===== config.mk =====
export PLATFORM = sky130hd
export DESIGN_NAME = fxp2float_pipe
export DESIGN_NICKNAME = d
export VERILOG_FILES = /design/src/rtl/fxp2float_pipe.sv
export SDC_FILE = /design/constraint.sdc
export NUM_CORES = 1
export LEC_CHECK = 0
export ABC_AREA = 1
export CORE_MARGIN = 1.5
export CORE_UTILIZATION = 54
export CTS_CLUSTER_DIAMETER = 80
export CTS_CLUSTER_SIZE = 8
export DETAILED_ROUTE_END_ITERATION = 8
export GPL_ROUTABILITY_DRIVEN = 0
export HOLD_SLACK_MARGIN = 0.15
export PLACE_DENSITY = 0.85
export SYNTH_ARGS = -nofsm -noshare
export SYNTH_HDL_FRONTEND = slang
export SYNTH_SLANG_ARGS = --single-unit

===== constraint.sdc =====
create_clock -name clk -period 3.68 [get_ports clk]
set_clock_uncertainty 0.2 [all_clocks]
set_input_delay 0.736 -clock clk [delete_from_list [all_inputs] [get_ports clk]]
set_output_delay 0.736 -clock clk [all_outputs]
set_load 0.02 [all_outputs]

===== src/rtl/fxp2float_pipe.sv =====
// fxp2float_pipe: 3-stage valid/ready converter from signed/unsigned fixed point to IEEE-754 binary32
module fxp2float_pipe #(
  parameter int WOI = 1,
  parameter int WOF = 7,
  parameter int SIGNED = 1,
  localparam int W = WOI + WOF
) (
  input  logic         clk,
  input  logic         rst_n,
  input  logic         in_valid,
  output logic         in_ready,
  input  logic [W-1:0] in_fxp,
  output logic         out_valid,
  input  logic         out_ready,
  output logic [31:0]  out_fp32
);
  logic v1, v2, v3, en1, en2, en3;
  logic s1_s, s1_z, s2_s, s2_z, in_s, rup;
  logic [W-1:0] s1_mag;
  logic [30:0] s2_frac;
  logic [7:0] s2_e, e3;
  logic [4:0] p;
  logic [23:0] rnd;
  assign en3 = ~v3 | out_ready;
  assign en2 = ~v2 | en3;
  assign en1 = ~v1 | en2;
  assign in_ready = en1;
  assign out_valid = v3;
  assign in_s = (SIGNED != 0) && in_fxp[W-1];
  always_comb begin
    p = '0;
    for (int i = 0; i < W; i++) if (s1_mag[i]) p = 5'(i);
  end
  // frac holds the bits below the leading one: [30:8] mantissa, [7] guard, [6:0] sticky
  assign rup = s2_frac[7] & ((|s2_frac[6:0]) | s2_frac[8]);
  assign rnd = {1'b0, s2_frac[30:8]} + 24'(rup);
  assign e3 = s2_e + 8'(rnd[23]);
  always_ff @(posedge clk or negedge rst_n) begin
    if (!rst_n) begin
      {v1, v2, v3} <= '0;
      {s1_s, s1_z, s2_s, s2_z} <= '0;
      s1_mag <= '0;
      s2_frac <= '0;
      s2_e <= '0;
      out_fp32 <= '0;
    end else begin
      if (en1) begin
        v1 <= in_valid;
        s1_s <= in_s;
        s1_mag <= in_s ? -in_fxp : in_fxp;
        s1_z <= in_fxp == '0;
      end
      if (en2) begin
        v2 <= v1;
        s2_s <= s1_s;
        s2_z <= s1_z;
        s2_frac <= 31'(32'(s1_mag) << (5'd31 - p));
        s2_e <= 8'(p) + 8'(127 - WOF);
      end
      if (en3) begin
        v3 <= v2;
        out_fp32 <= s2_z ? '0 : {s2_s, e3, rnd[22:0]};
      end
    end
  end
endmodule


==> metrics.yaml <==
clkPwrFrac_pct: 22.0
post-cts-setup-buffers: 0
insertion_delay_ns: 0.29
cts.sinks: 38
start_kind: "primary input"
rows: 22
cp.depth: 6
hold_path_class: "flop to flop"
io_buffers: 28
cp_top_family: "buffers and inverters"
crit_arrival_ns: 2.35
die_w_um: 64.2
totalWireLength_um: 3440
postSynthCellCount: 240
maxCapViolCount: 0
drive_gt1_share_pct: 13.1
critPathCaptureType: "output pin"
firstDrtPassIters: 4
hpwl_um: 2670
crit_buf_inv: 3
r2r_end: "s2_frac[28]"
yosysUniqueCellTypes: 29
power.total_mw: 1.20
yosys.area.top_type: "dfrtp_1"
synth_flop_cell: "dfrtp_1"
worst_setup_path_endpoint: "in_ready"
p_comb_share_pct: 31.6
maxSlewViolCount: 0
antenna_found_initial: 0
reg2reg_depth: 8
cts_tree: "yes"
drt_iter0_markers: 70
powerDensity_nw_per_um2: 510
grt_pass1_wl_um: 6410
dieArea_um2: 4130
synth_warnings: 0
synth_top_area_share_pct: 46.9
grt_pass1_vias: 1511
cp_slowest_cell: "clkdlybuf4s50_1"
period_needed_ns: 3.28
avgSynthCellArea_um2: 8.44
finalInstanceArea_um2: 2350
finalSetupTns_ns: 0
area_growth_pct: 15.8
wl_per_cell_um: 10.9
htree_levels: 2
cts_max_path_buffers: 2
power_leakage_nw: 1.17
status: "complete, no violations"
postLayoutCoreUtil_pct: 64.6
vias: 1557
grt_max_degree: 39
final_hold_viol_count: 0
cp.required_ns: 2.74
routed_via_density: 4.93
rr_startpoint: "out_valid"
dpl_cell_area_um2: 2270
synth_seq_area_share_pct: 46.9
antenna_left: 0
root_buffer: "clkbuf_8"
numCtsBuffers: 5
max_freq_ghz: 0.304
power_frac_seq_pct: 46.4
cts_resized: 0
path_common_cell: "clkdlybuf4s50_1"
num_antenna_cells: 0
fp.coreArea_um2: 3630
ys_seq_elements: 38
crit_path_cell_trace: "clkdlybuf4s50_1 > inv_2 > nand2_2 > nor2_8 > nand2_4 > clkdlybuf4s50_1"
hold_ws_ns: 0.277
grt-ovfl-total: 0
synth_area_um2: 2030
min_period_over_period_pct: 89.3
peakVddDrop_mv: 0.225
ys_top_cells_by_area: "dfrtp_1, nand3_1, nand2_1"
max_stage_delay_ns: 0.53
switchingPower_mw: 0.413
die_h_um: 64.2
synthArstFlopShare_pct: 100
rsz0062_at_grt: "false"
path_clk_slew_ns: 0.07
start_util_pct: 55.8
criticalPathCategory: "primary input to output pin"
synth_edf_count: 0
fin_nets: 281
p_int_mw: 0.784
globalRouteTotalUtil_pct: 20.2
synth_common_cells: "nand2_1, nand3_1, dfrtp_1, buf_4, inv_1"
critPathLaunch: "out_ready"
setup_viol: 0
nFillCells: 332
route.detailed.drc: 0
p_sw_share_pct: 34.5
num_io_pins: 46
cp_max_fo: 14
postCtsHoldBufs: 0
r2r_slack_ns: 1.66
[final cells by class]
| cell class | count | area (um2) | area share [%] |
|---|---|---|---|
| repair buffers | 31 | 303 | 12.9 |
| clock buffers | 5 | 68.8 | 2.93 |
| inverters | 21 | 78.8 | 3.36 |
| flip-flops and latches | 38 | 951 | 40.5 |
| clock inverters | 2 | 10.0 | 0.427 |
| well taps | 48 | 60.1 | 2.56 |
| multi-input cells | 171 | 875 | 37.3 |
[power groups by stage]
stage	Sequential (mW)	Clock, mW	Combinational, mW
after CTS	0.555	0.274	0.381
after floorplan	0.594	0	0.225
after global placement	0.559	0	0.373
final	0.555	0.263	0.378
after detailed placement	0.563	0	0.380
after global routing	0.567	0.294	0.421
[cell families after synthesis]
| kind of cell | Yosys count | synth area share, % |
|---|---|---|
| AOI/OAI and AO/OA | 20 | 6.86 |
| xor gates and xnor gates | 4 | 1.73 |
| buffers and inverters | 47 | 12.8 |
| other | 1 | 0.185 |
| adders and majority gates | 1 | 0.618 |
| DFF | 38 | 46.9 |
| and+or+nand+nor | 129 | 30.8 |
[cell usage in the layout, fill, tap and decap left out]
| master | instances |
|---|---|
| or2_2 | 1 |
| nand2_4 | 3 |
| inv_1 | 15 |
| nor2_8 | 1 |
| or2_1 | 1 |
| nor3_1 | 1 |
| dfrtp_1 | 38 |
| nand2_2 | 5 |
| conb_1 | 17 |
| nand3_1 | 51 |
| o22ai_2 | 1 |
| buf_4 | 3 |
| clkbuf_8 | 5 |
| clkinv_2 | 2 |
| nand4_1 | 2 |
| o211ai_1 | 1 |
| nand2_1 | 51 |
| o21ai_0 | 7 |
| o31ai_1 | 1 |
| ha_1 | 1 |
| inv_2 | 6 |
| clkdlybuf4s50_1 | 28 |
| nand3_4 | 1 |
| a21oi_2 | 5 |
| xor2_1 | 3 |
| o21ai_2 | 2 |
| nor2_1 | 12 |
| o21ai_1 | 3 |
| xnor2_1 | 1 |
[metal layers]
layer  track usage, %  wire length [um]
met1             22.6              1420
met2             35.2              1770
met3             6.51               169
met4             8.24                74
met5                0                 0
[worst min-delay path by stage]
stage / from / to / slack (ns) / cells after the start
after detailed placement: s2_e[5] / s2_e[5] / 0.27 / 1
after CTS: s2_e[5] / s2_e[5] / 0.28 / 1
final: s2_e[5] / s2_e[5] / 0.28 / 1
after global placement: s2_e[5] / s2_e[5] / 0.25 / 1
after floorplan: s2_e[5] / s2_e[5] / 0.23 / 1
after global routing: s2_e[5] / s2_e[5] / 0.30 / 1
[sequential cells by signal, summed over array words and instances (netlist names)]
name and count:
s2_z 1, s1_mag 8, v1 1, s2_s 1
out_fp32 12, s2_e 4, s1_z 1, out_valid 1
v2 1, s1_s 1, s2_frac 7
[through the flow]
| stage | cells | setup slack, ns |
|---|---|---|
| after floorplan | 256 | 1.43 |
| after global placement | 309 | 0.424 |
| after detailed placement | 309 | 0.383 |
| after CTS | 316 | 0.384 |
| after global routing | 316 | 0.322 |
| final | 316 | 0.396 |
Power figures use the tool's default switching activity.
